==> src/rtl/hash_host_if.sv <==
// Host bridge for a hash core: packs BUS_W beats into a block, starts the core, streams digest beats back; ack one cycle after load/fetch, no backpressure (ignored requests get no ack).
// Optional sticky protocol-error flag when HASH_IF_ERR_EN is defined; otherwise err is tied low.
module hash_host_if #(
    parameter int BUS_W     = 16,
    parameter int CORE_W    = 32,
    parameter int MSG_WORDS = 1,
    parameter int DIG_WORDS = 8
) (
    input  logic                          clk,
    input  logic                          rst_n,
    input  logic                          init,
    input  logic                          load,
    input  logic                          eom,
    input  logic                          fetch,
    input  logic [BUS_W-1:0]              idata,
    output logic                          ack,
    output logic [BUS_W-1:0]              odata,
    output logic                          core_init,
    output logic                          core_en,
    output logic                          core_last,
    output logic [MSG_WORDS*CORE_W-1:0]   core_msg,
    input  logic                          core_busy,
    input  logic [DIG_WORDS*CORE_W-1:0]   digest,
    output logic                          err
);

    localparam int MSG_W = MSG_WORDS * CORE_W;
    localparam int DIG_W = DIG_WORDS * CORE_W;
    localparam int MB    = MSG_W / BUS_W;
    localparam int DB    = DIG_W / BUS_W;
    localparam int LB_W  = (MB > 1) ? $clog2(MB) : 1;
    localparam int FB_W  = (DB > 1) ? $clog2(DB) : 1;

    typedef enum logic [1:0] {IDLE, START, WAIT} state_t;

    state_t             state_q, state_d;
    logic [LB_W-1:0]    lb_q, lb_d;
    logic [FB_W-1:0]    fb_q, fb_d;
    logic [MSG_W-1:0]   core_msg_q, core_msg_d;
    logic [BUS_W-1:0]   odata_q, odata_d;
    logic               ack_q, ack_d;
    logic               core_init_q, core_init_d;
    logic               core_en_q, core_en_d;
    logic               core_last_q, core_last_d;
    logic               err_q, err_d;

    // Digest beat 0 is the most significant BUS_W slice of word 0.
    logic [BUS_W-1:0] dig_beat [DB];
    for (genvar g = 0; g < DB; g++) begin : g_beat
        assign dig_beat[g] = digest[DIG_W-1-g*BUS_W -: BUS_W];
    end

    always_comb begin
        state_d     = state_q;
        lb_d        = lb_q;
        fb_d        = fb_q;
        core_msg_d  = core_msg_q;
        odata_d     = odata_q;
        core_last_d = core_last_q;
        err_d       = err_q;
        ack_d       = 1'b0;
        core_en_d   = 1'b0;
        core_init_d = init;

        if (init) begin
            lb_d       = '0;
            fb_d       = '0;
            core_msg_d = '0;
            err_d      = 1'b0;
            state_d    = IDLE;
        end else begin
            case (state_q)
                IDLE: begin
                    // A load wins over a same-cycle fetch.
                    if (load) begin
                        core_msg_d = MSG_W'({core_msg_q, idata});
                        ack_d      = 1'b1;
                        if (lb_q == LB_W'(MB - 1)) begin
                            lb_d        = '0;
                            core_last_d = eom;
                            core_en_d   = 1'b1;
                            state_d     = START;
                        end else begin
                            lb_d = lb_q + LB_W'(1);
                        end
                    end else if (fetch && !core_busy) begin
                        odata_d = dig_beat[fb_q];
                        ack_d   = 1'b1;
                        fb_d    = (fb_q == FB_W'(DB - 1)) ? '0 : fb_q + FB_W'(1);
                    end
                end
                START:   state_d = WAIT;
                WAIT:    if (!core_busy) state_d = IDLE;
                default: state_d = IDLE;
            endcase
            if ((load && state_q != IDLE) || (fetch && (core_busy || state_q != IDLE))
                || (load && fetch)) begin
                err_d = 1'b1;
            end
        end
    end

    always_ff @(posedge clk or negedge rst_n) begin
        if (!rst_n) begin
            state_q     <= IDLE;
            lb_q        <= '0;
            fb_q        <= '0;
            core_msg_q  <= '0;
            odata_q     <= '0;
            ack_q       <= 1'b0;
            core_init_q <= 1'b0;
            core_en_q   <= 1'b0;
            core_last_q <= 1'b0;
`ifdef HASH_IF_ERR_EN
            err_q       <= 1'b0;
`endif
        end else begin
            state_q     <= state_d;
            lb_q        <= lb_d;
            fb_q        <= fb_d;
            core_msg_q  <= core_msg_d;
            odata_q     <= odata_d;
            ack_q       <= ack_d;
            core_init_q <= core_init_d;
            core_en_q   <= core_en_d;
            core_last_q <= core_last_d;
`ifdef HASH_IF_ERR_EN
            err_q       <= err_d;
`endif
        end
    end

`ifdef HASH_IF_ERR_EN
    assign err = err_q;
`else
    assign err_q = 1'b0;
    assign err   = 1'b0;
`endif

    assign ack       = ack_q;
    assign odata     = odata_q;
    assign core_init = core_init_q;
    assign core_en   = core_en_q;
    assign core_last = core_last_q;
    assign core_msg  = core_msg_q;

endmodule
==> config.mk <==
export PLATFORM = sky130hd
export DESIGN_NAME = hash_host_if
export DESIGN_NICKNAME = d
export VERILOG_FILES = /design/src/rtl/hash_host_if.sv
export SDC_FILE = /design/constraint.sdc
export NUM_CORES = 1
export LEC_CHECK = 0
export CAP_MARGIN = 10
export CORE_AREA = 2 2 129 131
export CTS_CLUSTER_DIAMETER = 200
export DETAILED_ROUTE_END_ITERATION = 10
export DIE_AREA = 0 0 131 133
export HOLD_SLACK_MARGIN = 0.08
export PLACE_DENSITY_LB_ADDON = 0.12
export SLEW_MARGIN = 25
export SYNTH_ARGS = -nofsm -noshare
export SYNTH_HDL_FRONTEND = slang
export SYNTH_SLANG_ARGS = --single-unit
==> constraint.sdc <==
create_clock -name clk -period 2.1 [get_ports clk]
set_clock_uncertainty 0.1 [all_clocks]
set_input_delay 0.42 -clock clk [delete_from_list [all_inputs] [get_ports clk]]
set_output_delay 0.42 -clock clk [all_outputs]
set_load 0.03 [all_outputs]
# [Word-level counts from Yosys, hierarchy flattened]
# Index checks and enable logic that the tools add are counted.
[word_totals] reg_bits=59 in_bits=279 output_inout_bits=53 elab_cells=61
[classes] n_mux=28 bitwise_logic=3 eq_ne=7 n_addsub=2 reduce_logical=11 magnitude_cmp=1
[ops] operator="2-to-1 mux 32 bit" count=3
[ops] operator="binary-select mux 16 bit (select 4 bit)" count=1
[ops] operator="2-to-1 mux 16 bit" count=2
[ops] operator="2-to-1 mux 4 bit" count=5
[ops] operator="2-to-1 mux 1 bit" count=12
[ops] operator="!= test 3 bit (second input constant)" count=3
[ops] operator="2-to-1 mux 2 bit" count=4
[ops] operator="AND reduction 4 bit" count=2
[ops] operator="case mux 2 bit (3 select lines)" count=1
[ops] operator="AND reduction 3 bit" count=2
[ops] operator="nonzero test 2 bit" count=3
[ops] operator="greater-or-equal comparator 5 bit (second input constant)" count=1
[ops] operator="inverter 4 -> 5 bit" count=1
[ops] operator="adder 4 x 1 -> 4 bit (second input constant)" count=1
[ops] operator="== test 4 bit (second input constant)" count=1
[ops] operator="== test 2 x 1 -> 1 bit (second input constant)" count=1
[ops] operator="== test 2 bit (second input constant)" count=1
[ops] operator="logical NOT 2 bit" count=1
[ops] operator="!= test 2 bit (second input constant)" count=1
[ops] operator="inverter 1 bit" count=2
[ops] operator="AND reduction 2 bit" count=1
[ops] operator="adder 1 bit (second input constant)" count=1
[ops] operator="logical AND 1 bit" count=1
[ops] operator="logical NOT 1 bit" count=1

# [Logic depth before layout (Yosys ltp)]
# Gate-level depths: netlist (run 1).
[depth] ltp_word=6 depth_mapped=7 depth_no_buf=5

# [Least setup slack after synthesis (run 1)]
# Ideal clock, no wire load.
[synth_timing] path_type="register to register" start="register fb_q[0]" end="register odata_q[10], in the netlist odata[10]" arrival_ns=1.634 synth_period_minus_slack_ns=1.858 setup_ns=0.124 path_slack_ns=0.242 required_time_ns=1.876 stages_incl_launch_ff=7 path_buffers=2 path_cell_list="dfrtp_1 -> buf_2 -> buf_2 -> mux2_2 -> o22ai_1 -> nor3_1 -> a211o_1"
[synth_via] elab_chain_cells=4
[synth_rtl] item="start: declaration" line="38" rtl="logic [FB_W-1:0] fb_q, fb_d;"
[synth_rtl] item="start signal: assignment" line="107" rtl="fb_q <= '0;"
[synth_rtl] item="start signal: assignment" line="120" rtl="fb_q <= fb_d;"
[synth_rtl] item="inverter 4 -> 5 bit (implied by the code)" line="87" rtl="odata_d = dig_beat[fb_q];"
[synth_rtl] item="binary-select mux 16 bit (select 4 bit)" line="87"
[synth_rtl] item="2-to-1 mux 16 bit (implied by the code) (2 in series)" line="87"
[synth_rtl] item="end signal: assignment" line="122" rtl="odata_q <= odata_d;"
[synth_rtl] item="end: declaration" line="40" rtl="logic [BUS_W-1:0] odata_q, odata_d;"
# Every way passes these cells. The select of a mux whose other input is x is not followed.
# A chain may end at the register's enable or synchronous reset.

# [Worst setup path after layout (run 1)]
[layout_timing] start="register fb_q[0]" end="register odata_q[2], in the netlist odata[2]"
# The elaborated chain is that of the path after synthesis.

==> results of run 1 <==
## power by group through the flow
| stage | clock [mW] | combinational (mW) | sequential [mW] |
|---|---|---|---|
| finish | 1.50 | 1.54 | 1.33 |
| global route | 1.59 | 1.64 | 1.34 |
| global placement | 0 | 1.53 | 1.34 |
| CTS | 1.54 | 1.55 | 1.33 |
| floorplan | 0 | 0.409 | 1.56 |
| detailed placement | 0 | 1.54 | 1.35 |
## final cells by class
type	instances	share of cell area, %
Tap cell	220	3.33
Antenna cell	1	0.0303
Clock buffer	10	2.89
Multi-Input combinational cell	241	31.1
Clock inverter	6	0.772
Timing Repair Buffer	358	43.9
Sequential cell	59	17.9
## layer usage
metal  wire (um)  track usage, %  vias up
li1            -               -     2017
met1        6780            22.4     2159
met3        1690            7.93       31
met5          15               0        -
met2        9850            39.4      186
met4         452            6.68        2
## cells in the final DEF (no fill, tap or decap), types with 2 or more instances in the layout
cell / count
clkdlybuf4s50_1: 329
dfrtp_1: 56
mux4_2: 48
nor2_1: 35
mux2_2: 33
a22o_1: 32
buf_4: 18
o22ai_1: 16
nor3_1: 16
a211o_1: 16
mux2i_1: 13
clkbuf_16: 9
buf_12: 8
nand2_1: 4
nand3_1: 3
mux2i_2: 3
and3_1: 2
mux2_1: 2
a21o_1: 2
clkinvlp_4: 2
clkinv_2: 2
dfrtp_2: 2
## sequential cells by signal, indices dropped and copies added, names as in the netlist
name / count
ack: 1
core_en: 1
core_last: 1
fb_q: 4
lb_q: 1
core_init: 1
state_q: 2
core_msg: 32
odata: 16
## how the worst max path moves through the flow
stage          depth (start not counted)  slack (ns)           startpoint                    end
2_1_floorplan                          6        0.24  fb_q[0]$_DFFE_PN0P_  odata[10]$_DFFE_PN0P_
6_report                               5        0.04  fb_q[0]$_DFFE_PN0P_   odata[2]$_DFFE_PN0P_
4_1_cts                                5       0.003  fb_q[0]$_DFFE_PN0P_   odata[2]$_DFFE_PN0P_
3_5_place_dp                           6      -0.006           digest[75]  odata[11]$_DFFE_PN0P_
3_3_place_gp                           5       -0.02            digest[9]   odata[9]$_DFFE_PN0P_
5_1_grt                                6       -0.03  fb_q[0]$_DFFE_PN0P_  odata[14]$_DFFE_PN0P_
## kinds of logic (layout without fill, tap and decap cells)
kind of cell               count (synthesis)  in the layout  synth area share (%)
muxes                                     99             99                  38.9
AOI/OAI and AO/OA                         73             73                  14.0
and+or+nand+nor                           66             66                  7.34
DFF                                       59             59                  35.1
buffers and inverters                     33            374                  4.13
adders and majority gates                  1              1                 0.297
other                                      1              2                0.0891
xor gates and xnor gates                   1              1                 0.208
## worst register-to-register path, delay by kind of cell (launching register included)
kind | cells | cell delay [ns]
buffers and inverters | 1 | 0.25
flip-flops | 1 | 0.49
AND/OR/NAND/NOR | 1 | 0.06
multiplexers | 2 | 0.78
AO/OA/AOI/OAI | 1 | 0.27
## per-stage QoR
step           worst slack [ns]  cell area (um^2)
6_report                 0.0377              8270
5_1_grt                 -0.0256              8270
4_1_cts                 0.00321              8220
3_5_place_dp           -0.00570              7900
3_3_place_gp            -0.0238              7900
2_1_floorplan             0.242              4210
## timing repair
action,in CTS,in global routing
resized for setup,2,2
endpoints found under the hold margin,25,0
setup buffers,0,3
hold buffers,1,0
pin swaps,0,1
endpoints found under the setup margin,1,6
==> key figures, run 1 <==
Logic synthesis
  • Synth top cells by count: 59 x dfrtp_1, 48 x mux4_2, 35 x nor2_1
  • Synth area leaders: dfrtp_1 35%, mux4_2 26%, mux2_2 8.8%
  • Synth Register Bits: roughly 60
  • Synth Flop Type: dfrtp_1
  • Synth area leader: dfrtp_1
  • Asr flop ratio synth: between 90% and 100%
  • Synth Instances: approximately 330
  • YS warnings: 0
  • Most numerous cell in the Yosys netlist: dfrtp_1
  • Synthesized net count: 613
  • Avg Inst Size Synth: about 13 um^2
  • Post-synth cell types: 34
  • Register area share after synthesis: 35.1%
  • Area share of the largest cell type after synthesis: 35.1%
  • Post-synth EDFFs: 0
  • Mapped Area: between 4000 and 5000 um^2

CTS
  • H-Tree Depth: 3
  • CTS tree: built
  • CTS Buf Count: 9
  • Clk_lat worst skew: about 0.33 ns
  • CTS max path bufs: 2
  • CTS root buf: clkbuf_16
  • Reg clk slew, reported paths: ~0.060 ns
  • CTS Sinks: 59

Power and ir drop
  • Net Sw Power: between 1 and 1.5 mW
  • Leak Pwr: approximately 3.2 nW
  • Sequential share of power: about 30%
  • Logic pwr share: roughly a third
  • Power Total: 4.37 mW
  • Internal power: 3.15 mW
  • VDD IR max: between 0.3 and 0.4 mV
  • PwrDens: about 530 nW/um^2
  • Sw Share: 27.8%
  • Clk pwr share: 34.3%

Die
  • Chip Width: between 100 and 150 um
  • Row cnt: 47
  • Core area: around 16000 um^2
  • # IOs: about 330
  • Die area: 17400 um^2
  • Die height: 133 um
  • Initial Util: 26.0%

Place
  • I/O Buffers: between 300 and 400
  • GP Congestion: 0.831
  • Dpl cells: roughly 870
  • Final HPWL DP: approximately 15000 um

GRT
  • Gr ovfl total: 0
  • First-pass GRT wire length: approximately 28000 um
  • Largest net degree at the start of global routing: 39
  • Overall Global Routing Usage: 21.5%
  • Vias in the first global route: a little under 5000
  • Initial antenna violation count: 2

Cells and area
  • P&R area growth vs syn: 96.5%
  • Layout fillers: ~1400
  • Fin cells: between 800 and 900
  • Share of layout cells above drive strength 1: 19.9%
  • Core Util, Final: slightly above 50%
  • Total Nets Final: about 950
  • Register area: around 1500 um^2
  • Multi-input gate area: roughly 2600 um^2

STA
  • Worst-Margin Slew: roughly 0.74 ns
  • Minimum clock period: 2.06 ns
  • Max-slew violations: 0
  • Sum Neg Setup Slack: 0 ns
  • Max Clk Rate: between 400 and 500 MHz
  • Slew HR: around 50%
  • Final Setup Violations: 0
  • Final period util: 98.2%
  • Endpoints failing hold: 0
  • RSZ-0062 raised after global routing: yes
  • Fin Hold WS: roughly 0.38 ns

Hold path
  • WHS Endpoint: core_last$_DFFE_PN0P_
  • Hold Path Class: flop to flop
  • Hold path depth: 1
  • Hold wc startpoint: core_last$_DFFE_PN0P_

Critical path
  • CP max stage delay: around 0.56 ns
  • FF-to-FF Start: fb_q[0]$_DFFE_PN0P_
  • Worst path top cell family by delay: multiplexers
  • Worst EP arrival: between 2 and 2.5 ns
  • Crit-path max FO: 36
  • WP buf/inv: 1
  • Reg2reg setup slack: roughly 0.038 ns
  • Crit Reg-Reg Endpoint: odata[2]$_DFFE_PN0P_
  • Req. time, crit path: between 2 and 2.5 ns
  • Critical Path, Cell by Cell: buf_16, mux4_2, mux2i_2, nor2_1, a211o_1
  • Reg2Reg Depth: 5
  • Crit-path slowest cell: mux4_2
  • Critical path class: flop to flop
  • Startpoint Class: flop
  • Endpoint type of the worst setup path: flop

Detailed routing
  • Wire per inst: roughly 21 um
  • Remaining antenna violation count after routing: 0
  • Starting DRC count in detailed routing: roughly 110
  • DRT Wirelength: approximately 19000 um
  • First drt pass iteration count: 5
  • Via density: about 4.9
  • DR DRC count: 0
  • Detailed-route via count: about 4400

Outcome
  • Outcome: completed

Job
  • Max_cap viols: 0
(Power assumes the default switching activity.)
==> run 2: changes to the inputs <==
- ABC_AREA: default -> 1
==> run 2 against run 1 <==
  * Combinational power grew 9%
  * Fmax grew 6.5%
  * Worst hold slack lost 0.0039 ns
  * Largest cell class unchanged
  * Critical path type is now flop to output port
  * Count of clock-buffer cells in the layout grew 2
==> key figures, run 2 <==
Logic synthesis
  • YS warnings: 0 (unchanged)
  • Synth Flop Type: dfrtp_1
  • Synthesized net count: 1293 (+110%)
  • Most numerous cell in the Yosys netlist: nand2_1
  • Synth Instances: 1013 (+200%)
  • Mapped Area: 5490 um^2 (+31%)
  • Post-synth cell types: 24 (-29%)
  • Synth Area in XOR/XNOR: 0% (-0.21 points)
  • Post-synth EDFFs: 0 (unchanged)
  • Post-Synth Adder-Cell Area: 0.228% (-0.070 points)
  • Area share of the largest cell type after synthesis: 28.2% (-6.9 points)
  • Post-synthesis mux area share: 0% (-39 points)
  • Synth Register Bits: 59 (unchanged)
  • Synth area leaders: nand2_1 28%, dfrtp_1 27%, nand3_1 18%
  • Asr flop ratio synth: 100% (unchanged)
  • Synth Area in Compound Gates: 4.40% (-9.6 points)
  • Avg Inst Size Synth: 5.42 um^2 (-57%)
  • Synth top cells by count: 413 x nand2_1, 231 x inv_1, 194 x nand3_1
  • Synth area leader: nand2_1
  • Largest family of logic cells by synthesized area: simple AND/OR/NAND/NOR gates
  • Register area share after synthesis: 26.9% (-8.2 points)
  • Post-Synth Simple-Gate Area: 46.9% (+40 points)

Cells and area
  • Final Cell Area: 9370 um^2 (+13%)
  • Share of layout cells above drive strength 1: 3.56% (-16 points)
  • Most frequent cells in the layout: 413 x nand2_1, 329 x clkdlybuf4s50_1, 230 x inv_1
  • Total Nets Final: 1596 (+68%)
  • Number of diodes: 0 (-1)
  • Largest register FFs: 32 (unchanged)
  • Layout fillers: 1619 (+13%)
  • Most common cell after layout, fill and taps aside: nand2_1
  • P&R area growth vs syn: 70.6%

STA
  • Max Clk Rate: 516 MHz (+6.5%)
  • Slew HR: 60.1% (+9.2 points)
  • Minimum clock period: 1.94 ns (-0.125 ns)
  • Endpoints failing hold: 0 (unchanged)
  • Final Setup Violations: 0 (unchanged)
  • Final period util: 92.3% (-6.0 points)
  • RSZ-0062 raised after global routing: no
  • Max-slew violations: 0 (unchanged)
  • Fin Hold WS: 0.381 ns (-0.00387 ns)
  • Worst-Margin Slew: 0.594 ns (-0.142 ns)
  • Sum Neg Setup Slack: 0 ns (unchanged)

Critical path
  • Critical Path, Cell by Cell: clkdlybuf4s50_1
  • Worst path top cell family by delay: buffers and inverters
  • Endpoint type of the worst setup path: output port
  • Critical Path Start: core_msg[6]$_DFFE_PN0P_
  • Crit Reg-Reg Endpoint: odata[10]$_DFFE_PN0P_
  • CP max stage delay: 0.71 ns (+0.15 ns)
  • Crit-path max FO: 2 (-94%)
  • Worst EP arrival: 1.42 ns (-0.75 ns)
  • FF-to-FF Start: fb_q[0]$_DFFE_PN0P_
  • Req. time, crit path: 1.58 ns (-0.63 ns)
  • WP buf/inv: 1 (unchanged)
  • Startpoint Class: flop
  • Reg2Reg Depth: 9 (+4)
  • Crit-path slowest cell: clkdlybuf4s50_1
  • Critical path class: flop to output port
  • Reg2reg setup slack: 0.29 ns (+0.25 ns)

CTS
  • Reg clk slew, reported paths: 0.05 ns (about the same)
  • CTS root buf: clkbuf_16
  • CTS max path bufs: 2 (unchanged)
  • CTS Sinks: 59 (unchanged)
  • Clk_lat worst skew: 0.32 ns (about the same)
  • Hold buffers post-CTS: 1 (unchanged)
  • H-Tree Depth: 3 (unchanged)
  • CTS tree: built
  • Post_cts resized: 0 (-2)
  • Postcts setup bufs: 0 (unchanged)
  • CTS Buf Count: 9 (unchanged)

Place
  • Placed inst area: 9030 um^2 (+14%)
  • I/O Buffers: 330 (unchanged)
  • GP Congestion: 0.849 (+2.2%)
  • Final HPWL DP: 17400 um (+13%)

Detailed routing
  • Via density: 4.53 (-7.8%)
  • Detailed-route via count: 6978 (+59%)
  • Starting DRC count in detailed routing: 392 (+250%)
  • DRT Wirelength: 22900 um (+22%)
  • DR DRC count: 0 (unchanged)
  • Remaining antenna violation count after routing: 0 (unchanged)
  • First drt pass iteration count: 5 (unchanged)
  • Wire per inst: 14.8 um (-29%)

Die
  • Initial Util: 34.0% (+7.9 points)
  • Chip Width: 131 um (unchanged)
  • Die height: 133 um (unchanged)
  • # IOs: 332 (unchanged)
  • Core area: 16200 um^2 (unchanged)
  • Die area: 17400 um^2 (unchanged)
  • Row cnt: 47 (unchanged)

Hold path
  • Hold Path Class: flop to flop
  • Hold path depth: 2 (+1)
  • Hold wc startpoint: odata[13]$_DFFE_PN0P_
  • WHS Endpoint: odata[13]$_DFFE_PN0P_

Power and ir drop
  • Power Total: 4.60 mW (+5.3%)
  • Leak Pwr: 4.92 nW (+53%)
  • VDD IR max: 0.492 mV (+46%)
  • PwrDens: 491 nW/um^2 (-7.1%)

GRT
  • First-pass GRT wire length: 34900 um (+25%)
  • Largest net degree at the start of global routing: 65 (+67%)
  • Initial antenna violation count: 0 (-2)
  • Overall Global Routing Usage: 25.6% (+4.1 points)
  • Vias in the first global route: 6729 (+36%)
  • Gr ovfl total: 0 (unchanged)

Job
  • Max_cap viols: 0 (unchanged)

Outcome
  • Outcome: completed
run 2: cell count changes after synthesis, sizes merged, moves of 3 or more:
cell / delta
mux2: -35
clkinv: +3
mux4: -48
a22o: -32
a211o: -16
inv: +232
nor3: -15
nand3: +192
buf: +32
mux2i: -16
nand2: +409
nor2: -33
o21ai: +24
clkbuf: -4
run 2: how the worst max path moves through the flow:
stage                                 end  slack [ns]  cells past startpoint
floorplan           odata[10]$_DFFE_PN0P_        0.63                      6
global placement      fb_q[1]$_DFFE_PN0P_        0.14                      7
detailed placement    fb_q[1]$_DFFE_PN0P_        0.11                      7
CTS                          core_msg[24]        0.16                      1
global route                  core_msg[6]        0.12                      1
finish                        core_msg[6]        0.16                      1
run 2: kinds of logic after synthesis:
group / after synthesis
flops: 59
buf+inv: 296
fa+ha+maj: 1
other cells: 1
simple gates: 613
compound gates: 43
run 2: where the power goes:
| part | switching [mW] | total, mW | internal [mW] |
|---|---|---|---|
| Combinational | 0.806 | 1.68 | 0.872 |
| Clock | 0.495 | 1.60 | 1.10 |
| Sequential | 0.0715 | 1.32 | 1.25 |
run 2: cell type report:
cell class	instances	area, um^2	share of cell area (%)
Clock buffer	12	256	2.74
Clock inverter	4	72.6	0.774
Inverter	235	890	9.49
Multi-Input combinational cell	658	2830	30.2
Sequential cell	59	1480	15.8
Tap cell	220	275	2.94
Timing Repair Buffer	353	3560	38.0
run 2: layer usage:
| metal | vias up | wire [um] | global-route usage (%) |
|---|---|---|---|
| met1 | 3085 | 9440 | 30.9 |
| met3 | 35 | 2050 | 7.48 |
| met2 | 241 | 10700 | 43.6 |
| met4 | 0 | 659 | 7.98 |
| li1 | 3617 | - | - |
| met5 | - | 0 | 0 |
run 2: per-stage QoR:
stage,worst slack (ns),std cells,utilization [%]
5_1_grt,0.116,1541,57.9
6_report,0.163,1541,57.9
4_1_cts,0.157,1541,57.9
3_3_place_gp,0.142,1524,55.8
2_1_floorplan,0.626,1013,-
3_5_place_dp,0.106,1524,55.8
